==> src/rtl/cheat_pkg.sv <==
// Shared constants and state encoding for the cheat-digit buffer writer and decoder.
package cheat_pkg;

   localparam int unsigned NUM_SLOTS         = 3;
   localparam int unsigned DIGITS_PER_SLOT   = 5;
   localparam int unsigned NUM_DIGITS        = NUM_SLOTS * DIGITS_PER_SLOT;
   localparam logic [7:0]  BLANK_CODE        = 8'h02;
   localparam logic [7:0]  DIGIT_CODE_OFFSET = 8'd2;

   typedef enum logic [1:0] {
      IDLE  = 2'd0,
      WRITE = 2'd1,
      DONE  = 2'd2
   } state_e;

   // Byte index of digit `digit` inside slot `slot` (base byte is 5*slot).
   function automatic logic [3:0] digit_index(input logic [1:0] slot, input logic [2:0] digit);
      return 4'(slot) * 4'(DIGITS_PER_SLOT) + 4'(digit);
   endfunction

endpackage

==> src/rtl/cheat_nibble_encoder.sv <==
// Combinational nibble-to-character-code encoder: code = (nibble + 2) << 1.
module cheat_nibble_encoder
   import cheat_pkg::*;
(
   input  logic [3:0] nibble,
   output logic [7:0] code
);

   always_comb begin
      code = ({4'h0, nibble} + DIGIT_CODE_OFFSET) << 1;
   end

endmodule

==> src/rtl/cheat_code_writer.sv <==
// Writes one cheat (address + data) into the 120-bit digit buffer, one digit per cycle.
// Optional `CHEAT_CLEAR_ALL_EN adds a clearAll input that blanks the whole buffer.
module cheat_code_writer
   import cheat_pkg::*;
(
   input  logic          CLOCK_50,
   input  logic          reset,
   input  logic          reqValid,
   output logic          reqReady,
   input  logic          reqClear,
   input  logic [1:0]    reqSlot,
   input  logic [11:0]   reqAddress,
   input  logic [7:0]    reqData,
`ifdef CHEAT_CLEAR_ALL_EN
   input  logic          clearAll,
`endif
   output logic [119:0]  cheatDigits,
   output logic          done,
   output logic          error
);

   state_e                         state_q, state_d;
   logic [2:0]                     cnt_q, cnt_d;
   logic [1:0]                     slot_q, slot_d;
   logic [11:0]                    addr_q, addr_d;
   logic [7:0]                     data_q, data_d;
   logic                           err_q, err_d;
   logic [NUM_DIGITS-1:0][7:0]     digits_q, digits_d;

   logic [3:0]                     cur_nibble;
   logic [7:0]                     cur_code;

   always_comb begin
      case (cnt_q)
         3'd0:    cur_nibble = addr_q[11:8];
         3'd1:    cur_nibble = addr_q[7:4];
         3'd2:    cur_nibble = addr_q[3:0];
         3'd3:    cur_nibble = data_q[7:4];
         default: cur_nibble = data_q[3:0];
      endcase
   end

   cheat_nibble_encoder u_encoder (
      .nibble (cur_nibble),
      .code   (cur_code)
   );

   always_comb begin
      state_d  = state_q;
      cnt_d    = cnt_q;
      slot_d   = slot_q;
      addr_d   = addr_q;
      data_d   = data_q;
      err_d    = 1'b0;
      digits_d = digits_q;

      case (state_q)
         IDLE: begin
`ifdef CHEAT_CLEAR_ALL_EN
            if (clearAll) begin
               digits_d = {NUM_DIGITS{BLANK_CODE}};
               state_d  = DONE;
            end else
`endif
            if (reqValid) begin
               slot_d = reqSlot;
               addr_d = reqAddress;
               data_d = reqData;
               if (reqSlot >= 2'(NUM_SLOTS)) begin
                  err_d = 1'b1;
               end else begin
                  // Blank the whole slot first so a half-written cheat never decodes.
                  for (int unsigned d = 0; d < DIGITS_PER_SLOT; d++) begin
                     digits_d[digit_index(reqSlot, 3'(d))] = BLANK_CODE;
                  end
                  cnt_d   = '0;
                  state_d = reqClear ? DONE : WRITE;
               end
            end
         end
         WRITE: begin
            digits_d[digit_index(slot_q, cnt_q)] = cur_code;
            cnt_d = cnt_q + 3'd1;
            if (cnt_q == 3'(DIGITS_PER_SLOT - 1)) begin
               state_d = DONE;
            end
         end
         DONE: begin
            state_d = IDLE;
         end
         default: begin
            state_d = IDLE;
         end
      endcase
   end

   always_ff @(posedge CLOCK_50) begin
      if (reset) begin
         state_q  <= IDLE;
         cnt_q    <= '0;
         slot_q   <= '0;
         addr_q   <= '0;
         data_q   <= '0;
         err_q    <= 1'b0;
         digits_q <= {NUM_DIGITS{BLANK_CODE}};
      end else begin
         state_q  <= state_d;
         cnt_q    <= cnt_d;
         slot_q   <= slot_d;
         addr_q   <= addr_d;
         data_q   <= data_d;
         err_q    <= err_d;
         digits_q <= digits_d;
      end
   end

   assign reqReady    = (state_q == IDLE);
   assign done        = (state_q == DONE);
   assign error       = err_q;
   assign cheatDigits = digits_q;

endmodule
==> config.mk <==
export PLATFORM = sky130hd
export DESIGN_NAME = cheat_code_writer
export DESIGN_NICKNAME = d
export VERILOG_FILES = /design/src/rtl/cheat_pkg.sv /design/src/rtl/cheat_nibble_encoder.sv /design/src/rtl/cheat_code_writer.sv
export SDC_FILE = /design/constraint.sdc
export NUM_CORES = 1
export LEC_CHECK = 0
export BUFFER_PORTS_ARGS = -buffer_cell sky130_fd_sc_hd__buf_2
export CAP_MARGIN = 20
export CORE_MARGIN = 10
export CORE_UTILIZATION = 40
export DETAILED_ROUTE_END_ITERATION = 6
export SLEW_MARGIN = 20
export SYNTH_ARGS = -nofsm -noshare
export SYNTH_HDL_FRONTEND = slang
export SYNTH_SLANG_ARGS = --single-unit
==> constraint.sdc <==
create_clock -name CLOCK_50 -period 3.74 [get_ports CLOCK_50]
set_input_delay 0.374 -clock CLOCK_50 [delete_from_list [all_inputs] [get_ports CLOCK_50]]
set_output_delay 0.374 -clock CLOCK_50 [all_outputs]
set_load 0.05 [all_outputs]
==> impl_metrics.env <==
export IMPL_layout_cells_most_common_list="dfxtp_1 (148), buf_2 (148), nand2_1 (70)"
export IMPL_hold_viol=0
export IMPL_cp_end_kind="register"
export IMPL_outcome="finished, final reports clean"
export IMPL_yosys_mux_area_fraction_pct=0.904
export IMPL_grt_pass1_vias=4948
export IMPL_min_path_type="in -> reg"
export IMPL_cts_sinks=148
export IMPL_numCtsBuffers=17
export IMPL_drtAntennaViolNets=0
export IMPL_synthFlopType="dfxtp_1"
export IMPL_period_needed_ps=2970
export IMPL_cts_root_buf="clkbuf_16"
export IMPL_antenna_found_initial=0
export IMPL_first_pass_iters=6
export IMPL_setup_tns_ps=0
export IMPL_cp_required_ps=4060
export IMPL_crit_path_max_fanout=14
export IMPL_post_route_period_util_pct=79.4
export IMPL_cts_tree="done"
export IMPL_clock_skew_ps=6.68
export IMPL_synthArstFlopShare_pct=0
export IMPL_syn2layout_area_growth_pct=25.6
export IMPL_synth_edf_count=0
export IMPL_critPathLaunchType="register"
export IMPL_finalMaxSlewViolations=0
export IMPL_rows=44
export IMPL_arrival_ps=3290
export IMPL_postCtsSetupBuffers=0
export IMPL_post_cts_resized=0
export IMPL_maxSlewHeadroom_pct=41.4
export IMPL_pin_count=149
export IMPL_synth_seq_area_share_pct=50.9
export IMPL_worstMarginPinSlew_ps=876
export IMPL_drtIter0Drc=289
export IMPL_gp_congestion=0.826
export IMPL_syn_avg_cell_area_um2=9.84
export IMPL_finalSetupViolCount=0
export IMPL_die_height_um=141
export IMPL_synth_cell_types=66
export IMPL_netlist_area_um2=5820
export IMPL_synthCells=591
export IMPL_clk_transition_reported_paths_ps=60
export IMPL_hold_buffers=0
export IMPL_synth_compound_area_share_pct=21.5
export IMPL_via_count=4891
export IMPL_rsz0062_at_grt="no"
export IMPL_synth_xor_xnor_area_share_pct=0.839
export IMPL_p_per_area_nw_per_um2=506
export IMPL_fin_nets=779
export IMPL_clockBufferDepth=2
export IMPL_clk_latency_ps=430
export IMPL_p_leak_nw=3.24
export IMPL_drcViolationCount=0
export IMPL_gr_total_overflow=0
export IMPL_grt_max_degree=35
export IMPL_die_x_um=141
export IMPL_synth_simple_area_share_pct=17.8
export IMPL_drv_cap=0
export IMPL_synth_fa_ha_area_share_pct=3.79
export IMPL_start_util_pct=40.5
export IMPL_wire_per_inst_um=18.1
export IMPL_ys_ff_latch=148
export IMPL_htree_levels=4
export IMPL_drive_gt1_share_pct=28.6
export IMPL_portBuffers=148
export IMPL_coreArea_um2=14400
export IMPL_hpwl_um=12500
export IMPL_routed_via_density=5.24
export IMPL_antennaDiodeCount=0
export IMPL_grt_pass1_wl_um=27200
export IMPL_fmax_ghz=0.337
export IMPL_ys_warn_count=0
export IMPL_final_core_util_pct=50.9
export IMPL_worstSetupPathType="reg -> reg"
export IMPL_drt_total_wl_um=16900
export IMPL_ir_drop_mv=0.297
export IMPL_track_usage_pct=17.0
export IMPL_hold_depth=3
export IMPL_synth_top_family_by_area="compound AO/OA/AOI/OAI gates"
export IMPL_worstRegToRegCells=8
export IMPL_die_area_um2=19800
export IMPL_synth_nets=634
==> state kept, by name, summed over array words and instances (netlist names) <==
signal,flops
addr_q,12
cheatDigits,120
cnt_q,3
data_q,8
error,1
slot_q,2
state_q,2
==> power by group <==
part	total, mW	internal, mW	leakage [nW]	switching (mW)
registers	1.62	1.60	1.20	0.0204
logic	0.395	0.118	1.78	0.277
clock network	1.68	0.992	0.265	0.688
total	3.70	2.71	3.24	0.985
==> logic make-up (layout without fill, tap and decap cells) <==
kind of cell	count (synthesis)	after routing
fa+ha+maj	17	17
xor+xnor	3	3
flops	148	148
simple gates	203	203
mux	5	5
buf+inv	55	213
compound gates	160	160
==> layer usage <==
layer | vias to the layer above | GRT usage (%) | part of all wire [%]
met5 | - | 0 | 0
met4 | 0 | 5.87 | 1.5
met1 | 2336 | 21.1 | 44
met2 | 142 | 26.5 | 47
met3 | 18 | 6.21 | 7.3
li1 | 2395 | - | -
==> layout make-up <==
class                      instances  area (um^2)
inverter                          24         90.1
sequential                       148         2960
fill                            1360         7060
multi-input combinational        388         2630
timing repair buffer             157          808
clock buffer                      19          433
clock inverter                    13          151
tap                              184          230
==> cell usage after synthesis (5+ instances only) <==
master / number / area, um^2
a211oi_1: 5 / 37.5
inv_1: 24 / 90.1
ha_1: 16 / 200
a22o_1: 19 / 166
o2bb2ai_1: 18 / 158
o21ai_0: 15 / 75.1
a22oi_1: 8 / 60.1
clkbuf_1: 17 / 63.8
nand2_1: 70 / 263
nand2b_1: 10 / 62.6
nand3_1: 12 / 60.1
nor3_1: 7 / 35.0
and2_1: 50 / 313
a311oi_2: 5 / 75.1
dfxtp_1: 148 / 2960
a32o_1: 12 / 120
nor2_1: 30 / 113
a21oi_1: 42 / 210
nor2b_1: 8 / 50.1
buf_2: 8 / 40.0
==> critical path: stages, from the launching register on <==
cell      delay [ps]
dfxtp_1          350
ha_1             290
ha_1             130
inv_1             50
fa_1             360
xnor3_2          460
nor2b_1          640
a311oi_2         300
a32o_1           270
==> per-stage QoR <==
step           power (mW)  instances  hold WS [ps]  setup slack [ps]  cell area, um^2
2_1_floorplan        1.93        591           434              1100             5820
3_3_place_gp         2.04        901           431               863             6710
3_5_place_dp         2.05        901           439               785             6720
4_1_cts              3.72        933           171               783             7300
5_1_grt              3.84        933           185               483             7310
6_report             3.70        933           182               771             7310
==> worst paths after layout <==
path | endpoint | from | slack [ps]
worst max-delay path | cheatDigits[98] | cnt_q[1] | 770
worst min-delay path | addr_q[3] | reqAddress[3] | 180
worst max register to register | cheatDigits[98] | cnt_q[1] | 770
worst min register to register | cheatDigits[17] | cheatDigits[17] | 450
No activity file was read; power rests on OpenSTA's default activity.
